===== src/rtl/program_sequencer_if.sv =====
// program_sequencer_if: decoder-side control inputs and address/stack status
// outputs of the program sequencer.
interface program_sequencer_if #(
    parameter int PC_WIDTH    = 8,
    parameter int STACK_DEPTH = 4
);
    logic                         sync_reset;
    logic                         jump;
    logic                         conditional_jump;
    logic                         call;
    logic                         ret;
    logic [3:0]                   jmp_addr;
    logic                         r_eq_0;
    logic [PC_WIDTH-1:0]          pm_addr;
    logic [PC_WIDTH-1:0]          pc;
    logic [$clog2(STACK_DEPTH):0] sp;
    logic                         stack_err;

    modport master (
        output sync_reset, jump, conditional_jump, call, ret, jmp_addr, r_eq_0,
        input  pm_addr, pc, sp, stack_err
    );

    modport slave (
        input  sync_reset, jump, conditional_jump, call, ret, jmp_addr, r_eq_0,
        output pm_addr, pc, sp, stack_err
    );
endinterface


===== src/rtl/program_sequencer.sv =====
// program_sequencer: selects the next program-memory address (increment, jump,
// conditional jump, call, return) and keeps a small return-address stack.
module program_sequencer #(
    parameter int PC_WIDTH    = 8,
    parameter int STACK_DEPTH = 4
) (
    input logic               clk,
    input logic               reset_n,
    program_sequencer_if.slave bus
);
    localparam int SPW = $clog2(STACK_DEPTH) + 1;
    localparam logic [SPW-1:0] FULL = SPW'(STACK_DEPTH);

    logic [PC_WIDTH-1:0] pc_q, pc_d, pc_inc, target, top;
    logic [PC_WIDTH-1:0] stack_q [STACK_DEPTH];
    logic [SPW-1:0]      sp_q, sp_d;
    logic [SPW-2:0]      wr_idx, rd_idx;
    logic                err_q, err_d, taken, push, pop, under, over;

    always_comb begin
        pc_inc = pc_q + PC_WIDTH'(1);
        target = PC_WIDTH'(bus.jmp_addr) << (PC_WIDTH - 4);
        wr_idx = sp_q[SPW-2:0];
        rd_idx = wr_idx - (SPW-1)'(1);
        top    = stack_q[rd_idx];
        // over/under only count when that control actually wins the priority
        under  = bus.ret && sp_q == '0;
        over   = !bus.ret && bus.call && sp_q == FULL;
        pop    = !bus.sync_reset && bus.ret && !under;
        push   = !bus.sync_reset && !bus.ret && bus.call && !over;
        taken  = bus.call || bus.jump || (bus.conditional_jump && !bus.r_eq_0);
        pc_d   = bus.sync_reset ? '0 : bus.ret ? (under ? pc_inc : top) : taken ? target : pc_inc;
        sp_d   = bus.sync_reset ? '0 : pop ? sp_q - SPW'(1) : push ? sp_q + SPW'(1) : sp_q;
        err_d  = !bus.sync_reset && (err_q || under || over);
    end

    always_ff @(posedge clk or negedge reset_n) begin
        if (!reset_n) begin
            pc_q  <= '0;
            sp_q  <= '0;
            err_q <= 1'b0;
            for (int i = 0; i < STACK_DEPTH; i++) stack_q[i] <= '0;
        end else begin
            pc_q  <= pc_d;
            sp_q  <= sp_d;
            err_q <= err_d;
            if (push) stack_q[wr_idx] <= pc_inc;
        end
    end

    assign bus.pm_addr   = reset_n ? pc_d : '0;
    assign bus.pc        = pc_q;
    assign bus.sp        = sp_q;
    assign bus.stack_err = err_q;
endmodule


===== src/flat_wrapper.sv =====
// flat-port wrapper written by rule: the top's interface ports become plain ports
module program_sequencer_flat 
#(
    parameter int PC_WIDTH    = 8,
    parameter int STACK_DEPTH = 4
)
  (clk, reset_n, bus_sync_reset, bus_jump, bus_conditional_jump, bus_call, bus_ret, bus_jmp_addr, bus_r_eq_0, bus_pm_addr, bus_pc, bus_sp, bus_stack_err);
  program_sequencer_if #(.PC_WIDTH(PC_WIDTH), .STACK_DEPTH(STACK_DEPTH)) bus_i ();
  input logic clk;
  input logic reset_n;
  input wire logic [$bits(bus_i.sync_reset)-1:0] bus_sync_reset;
  input wire logic [$bits(bus_i.jump)-1:0] bus_jump;
  input wire logic [$bits(bus_i.conditional_jump)-1:0] bus_conditional_jump;
  input wire logic [$bits(bus_i.call)-1:0] bus_call;
  input wire logic [$bits(bus_i.ret)-1:0] bus_ret;
  input wire logic [$bits(bus_i.jmp_addr)-1:0] bus_jmp_addr;
  input wire logic [$bits(bus_i.r_eq_0)-1:0] bus_r_eq_0;
  output wire logic [$bits(bus_i.pm_addr)-1:0] bus_pm_addr;
  output wire logic [$bits(bus_i.pc)-1:0] bus_pc;
  output wire logic [$bits(bus_i.sp)-1:0] bus_sp;
  output wire logic [$bits(bus_i.stack_err)-1:0] bus_stack_err;
  assign bus_i.sync_reset = bus_sync_reset;
  assign bus_i.jump = bus_jump;
  assign bus_i.conditional_jump = bus_conditional_jump;
  assign bus_i.call = bus_call;
  assign bus_i.ret = bus_ret;
  assign bus_i.jmp_addr = bus_jmp_addr;
  assign bus_i.r_eq_0 = bus_r_eq_0;
  assign bus_pm_addr = bus_i.pm_addr;
  assign bus_pc = bus_i.pc;
  assign bus_sp = bus_i.sp;
  assign bus_stack_err = bus_i.stack_err;
  program_sequencer #(.PC_WIDTH(PC_WIDTH), .STACK_DEPTH(STACK_DEPTH)) u_core (.clk(clk), .reset_n(reset_n), .bus(bus_i));
endmodule

===== config.mk =====
export PLATFORM = sky130hd
export DESIGN_NAME = program_sequencer_flat
export DESIGN_NICKNAME = d
export VERILOG_FILES = /design/src/rtl/program_sequencer_if.sv /design/src/rtl/program_sequencer.sv /design/src/flat_wrapper.sv
export SDC_FILE = /design/constraint.sdc
export NUM_CORES = 1
export LEC_CHECK = 0
export CAP_MARGIN = 0
export CELL_PAD_IN_SITES_DETAIL_PLACEMENT = 1
export CELL_PAD_IN_SITES_GLOBAL_PLACEMENT = 2
export CORE_MARGIN = 5
export CORE_UTILIZATION = 25
export DETAILED_ROUTE_END_ITERATION = 16
export PLACE_DENSITY = 0.58
export SYNTH_ARGS = -nofsm -noshare
export SYNTH_HDL_FRONTEND = slang
export SYNTH_SLANG_ARGS = --single-unit
export TNS_END_PERCENT = 1

===== constraint.sdc =====
create_clock -name clk -period 7.35 [get_ports clk]
set_input_delay 1.47 -clock clk [delete_from_list [all_inputs] [get_ports clk]]
set_output_delay 1.47 -clock clk [all_outputs]
set_load 0.05 [all_outputs]

==> results of run 1 <==
[routing by layer]
| metal | routed length, um | vias to the layer above | share of wire (%) |
|---|---|---|---|
| met2 | 2640 | 25 | 46 |
| met4 | 77 | 0 | 1.4 |
| met5 | 0 | - | 0 |
| met1 | 2770 | 805 | 49 |
| met3 | 197 | 5 | 3.5 |
| li1 | - | 752 | - |
[report_power, final]
part / switching [W] / internal [W]
combinational: 0.0000687 / 0.0000488
clock: 0.0000873 / 0.000170
sequential: 0.0000206 / 0.000266
[cells in the mapped netlist, drive strengths merged, types with 5 or more instances]
| cell type | number | area share, % |
|---|---|---|
| and2 | 6 | 1.7 |
| clkbuf | 6 | 1.0 |
| dfrtp | 44 | 50 |
| ha | 5 | 2.8 |
| mux2 | 13 | 6.6 |
| mux4 | 8 | 9.4 |
| nand2 | 24 | 4.1 |
| nand3 | 7 | 1.6 |
| nor2 | 7 | 1.2 |
| o21ai | 27 | 6.1 |
| xnor2 | 7 | 2.8 |
[sequential cells by signal (all words and copies together) (netlist names)]
| signal | count |
|---|---|
| u_core.stack_q | 32 |
| u_core.bus.pc | 8 |
| u_core.bus.sp | 3 |
| u_core.bus.stack_err | 1 |
[through the flow]
stage                     setup slack (ns)  cell area, sq um  hold slack, ns  cells
after floorplan                       2.76              2200           0.442    191
after global placement                1.87              2610           0.456    323
after detailed placement              1.91              2610           0.467    323
after CTS                             1.90              2770           0.486    331
after global routing                  1.79              2770           0.521    331
final                                 1.96              2770           0.480    331
[worst max path at each step]
stage	from	end	slack (ns)
after floorplan	bus_ret	bus_pm_addr[7]	2.76
after global placement	bus_ret	bus_pm_addr[2]	1.87
after detailed placement	bus_ret	bus_pm_addr[2]	1.91
after CTS	bus_ret	bus_pm_addr[2]	1.90
after global routing	bus_ret	bus_pm_addr[2]	1.79
final	bus_sync_reset	bus_pm_addr[4]	1.96
[cells by family after synthesis]
family | after synthesis | synth area share [%]
and+or+nand+nor | 57 | 12.3
AOI/OAI and AO/OA | 44 | 12.5
DFF | 44 | 49.9
muxes | 22 | 16.5
buffers and inverters | 11 | 2.27
xor gates and xnor gates | 7 | 2.78
adders and majority gates | 6 | 3.75
[final cells by class]
type / instances / area [sq um] / share of cell area, %
Sequential cell: 44 / 1100 / 39.7
Clock buffer: 5 / 68.8 / 2.48
Clock inverter: 3 / 90.1 / 3.25
Inverter: 3 / 11.3 / 0.406
Multi-Input combinational cell: 136 / 1050 / 38.0
Timing Repair Buffer: 32 / 313 / 11.3
Tap cell: 108 / 135 / 4.87
[worst min-delay path, stage by stage (launching register included)]
cell	delay, ns
dfrtp_1	0.34
nand2_1	0.05
o21ai_0	0.06
==> metrics.txt, run 1 <==
run status=complete, no violations; vias=1587; DRC=0; Port-buffer cells=31; largest net degree at the start of global routing=41; CP Cell Sequence=clkdlybuf4s50_1 -> nor2_1 -> a21boi_1 -> a221o_1 -> and2_1 -> clkdlybuf4s50_1; Antenna Nets Post-Route=0; Die Y=104 um; HP Start=u_core.stack_q[23]$_DFFE_PN0P_; floorplan row count=34; Final Skew=0.00955 ns; CP required=5.88 ns; Slew Viols, Final=0; post-route setup TNS=0 ns; Worst Path Buf+Inv=2; Avg Vias per Cell=4.79; worst hold path type=flop to flop; Crit path arrival time=3.92 ns; Yosys Warn Count=0; Area Overhead vs Synth=25.8%; Yosys cell types=32; vias in the first global route=1716; Final Wtd Congestion=0.701; CP delay by family, top=buffers and inverters; nets@finish=240; Longest Clk Path Bufs=2; CTS sink cnt=44; CTS H-tree lvls=2; max incr delay on CP=0.80 ns; Tot Pwr=0.000662 W; grt met1 use=14.3%; Seq/Total Area, Yosys=49.9%; Synthesized Nets=209; Setup Fix Bufs, Post-CTS=0; async set or reset register ratio after synthesis=100%; crit path kind=input pin to output port; share of cells above drive strength 1=10.8%; CP max stage cell=clkdlybuf4s50_1; initial antenna violation count=0; commonest non-fill, non-tap cell in the layout=dfrtp_1; type of origin of the critical path=input pin; worst hold path cell count=2; number of gates resized after cts=0; met2 GRT Util=17.0%; Initial Util=25.4%; RSZ-0062 raised after global routing=no; Hold Buf Count CTS=0; utilization after layout=31.9%; ANT cells=0; R2R depth=7; Setup-failing EPs final=0; largest fanout on the critical path=7; die area=10800 sq um; final WL=5.68 mm; clock period minus final worst setup slack=5.39 ns; ys flop type=dfrtp_1; Slew @ Worst Pin=0.849 ns; commonest cells after routing, fill and taps aside=dfrtp_1 (44), clkdlybuf4s50_1 (30), o21ai_0 (27); Top Usage Layer GRT=met2; Fin. Hold Viols=0; Post-Syn Area=2200 sq um; Post-synth EDFFs=0; reg2reg end=u_core.bus.sp[1]$_DFFE_PN0P_; clk_lat worst skew=0.30 ns; initial DRC count=29; MaxCap Viol Count=0; first-pass GRT wire length=9.13 mm; R2R Setup Slk=4.76 ns; Worst setup EP type=output port; Max VDD drop=0.0906 mV; FF-to-FF Start=u_core.bus.sp[0]$_DFFE_PN0P_; pwr dens=239 nW/um^2; All-Layer GR Usage=10.7%; met3 usage=2.55%; period utilization=73.4%; syn avg cell area=11.5 sq um; Ports=32; per-cell routed wire length=17.2 um; crit-path most repeated cell=clkdlybuf4s50_1; drt pass-1 iters=4; Congestion Overflow GR=0; Hold EP=u_core.stack_q[23]$_DFFE_PN0P_; clk root buf=clkbuf_8; CTS Buf Count=5; core area=8680 sq um; P_leak=1.19 nW; Die X=104 um; CTS tree=yes; FMAX=0.185 GHz; CTS clk-pin slew, worst paths=0.08 ns; dpl hpwl=4.20 mm; cells after synthesis=191; Max-slew headroom=43.4%; Layout fillers=966; WP depth=6; number of synthesized register bits=44
No activity file was read; power rests on OpenSTA's default activity.
==> run 2, diff against run 1 <==
Settings changed: PLACE_DENSITY 0.58 to 0.6.
Clock period 7.35 ns to 4.35 ns, I/O delays scaled along.
==> run 2 against run 1 <==
Against the previous run: wire length is 0.11% higher; critical path depth stayed put; global-route usage is 0.074 points higher; first-iteration DRC count is 72% lower; sequential cell count stayed put; sequential power is 66% higher; sequential share of layout area is 0.97 points higher; core utilization is 0.76 points lower; non-clock buffer count is 3 higher; clock skew is 0.0017 ns lower; largest cell class unchanged; highest routed layer unchanged.
==> metrics.txt, run 2 (synthesis results as in run 1) <==
run status=complete, no violations; crit path kind=input pin to output port; floorplan row count=34; FF-to-FF Start=u_core.bus.sp[0]$_DFFE_PN0P_; ANT cells=0; core area=8680 sq um; Max-slew headroom=60.4%; Port-buffer cells=31; nets@finish=243; max incr delay on CP=0.59 ns; commonest non-fill, non-tap cell in the layout=dfrtp_1; Avg Vias per Cell=4.81; Design Area, Final=2710 sq um; CP max stage cell=clkdlybuf4s50_1; largest net degree at the start of global routing=21; Congestion Overflow GR=0; initial DRC count=8; Longest Clk Path Bufs=2; drt pass-1 iters=3; first-pass GRT wire length=9.33 mm; CTS clk-pin slew, worst paths=0.08 ns; Post-DP Area=2620 sq um; crit-path most repeated cell=and2_1; clk_lat worst skew=0.29 ns; clk root buf=clkbuf_8; P_leak=1.18 nW; worst hold path type=flop to flop; pwr dens=352 nW/um^2; All-Layer GR Usage=10.7%; crit path launch=bus_ret; Area Overhead vs Synth=22.8%; clock period minus final worst setup slack=3.63 ns; die area=10800 sq um; Final Wtd Congestion=0.737; Die X=104 um; R2R depth=8; routed wl met3=167 um; FMAX=0.275 GHz; largest fanout on the critical path=8; CTS Buf Count=5; R2R Setup Slk=2.03 ns; Tot Pwr=0.000953 W; CTS sink cnt=44; final WL=5.68 mm; Max VDD drop=0.0963 mV; vias in the first global route=1680; top layer in use=met4; commonest cells after routing, fill and taps aside=dfrtp_1 (44), o21ai_0 (27), nand2_1 (24); met1 wire length=2.62 mm; post-route setup TNS=0 ns; period utilization=83.5%; Final Skew=0.00781 ns; worst hold path cell count=2; DRC=0; initial antenna violation count=0; CP required=3.48 ns; type of origin of the critical path=input pin; number of gates resized after cts=0; met2 WL=2.80 mm; MaxCap Viol Count=0; RSZ-0062 raised after global routing=no; Hold Slack=0.479 ns; Crit path arrival time=2.76 ns; share of cells above drive strength 1=14.6%; Slew Viols, Final=0; CTS tree=yes; Setup Fix Bufs, Post-CTS=0; Worst setup EP type=output port; Ports=32; final cell count without fillers=334; Reg with most FFs=u_core.stack_q; Initial Util=25.4%; Slew @ Worst Pin=0.592 ns; Largest register FFs=32; Die Y=104 um; vias=1606; CP Cell Sequence=clkdlybuf4s50_1 -> nor2b_1 -> and2_1 -> a22o_1 -> and2_1 -> buf_4; dpl hpwl=4.25 mm; reg2reg end=u_core.bus.sp[1]$_DFFE_PN0P_; Setup-failing EPs final=0; CTS H-tree lvls=2; Fin. Hold Viols=0; Antenna Nets Post-Route=0; HP Start=u_core.stack_q[18]$_DFFE_PN0P_; Hold Buf Count CTS=0; Hold EP=u_core.stack_q[18]$_DFFE_PN0P_; dpl cells=326; per-cell routed wire length=17.0 um
==> run 2: cell count changes in the layout (fill, tap and decap cells not counted) <==
cell	previous run	this run
buf_4	1	12
clkdlybuf4s50_1	30	22
bufinv_16	3	0
clkbuf_1	0	2
clkbuf_8	5	6
==> run 2: per-layer routing <==
metal	global-route usage, %	vias up
met5	0	-
met4	3.89	0
met3	2.23	6
met2	18.2	23
met1	13.5	808
li1	-	769
==> run 2: layout make-up <==
cell class              count  area [sq um]
fillers                   970          5970
flip-flops and latches     44          1100
multi-input cells         136          1050
repair buffers             35           315
well taps                 108           135
clock buffers               8          90.1
inverters                   3          11.3
==> run 2: stage by stage <==
stage                     worst slack (ns)  utilization [%]
after floorplan                      0.730                -
after global placement               0.717             30.1
final                                0.716             31.2
after detailed placement             0.702             30.1
after CTS                            0.673             31.2
after global routing                 0.581             31.2
==> run 2: worst max-delay path, delay by kind of cell <==
kind / cells / cell delay, ns
buffers and inverters: 2 / 0.79
AO/OA/AOI/OAI: 1 / 0.21
AND/OR/NAND/NOR: 3 / 0.90
==> run 2: power by group <==
part / total [W] / leakage [nW] / switching [W] / internal, W
combinational: 0.000210 / 0.539 / 0.000125 / 0.0000850
sequential: 0.000476 / 0.600 / 0.0000259 / 0.000450
clock: 0.000267 / 0.0455 / 0.000137 / 0.000130
==> run 2: worst max path at each step <==
| stage | slack, ns | to |
|---|---|---|
| after CTS | 0.67 | bus_pm_addr[4] |
| after global routing | 0.58 | bus_pm_addr[4] |
| after global placement | 0.72 | bus_pm_addr[2] |
| final | 0.72 | bus_pm_addr[3] |
| after detailed placement | 0.70 | bus_pm_addr[3] |
| after floorplan | 0.73 | bus_pm_addr[7] |
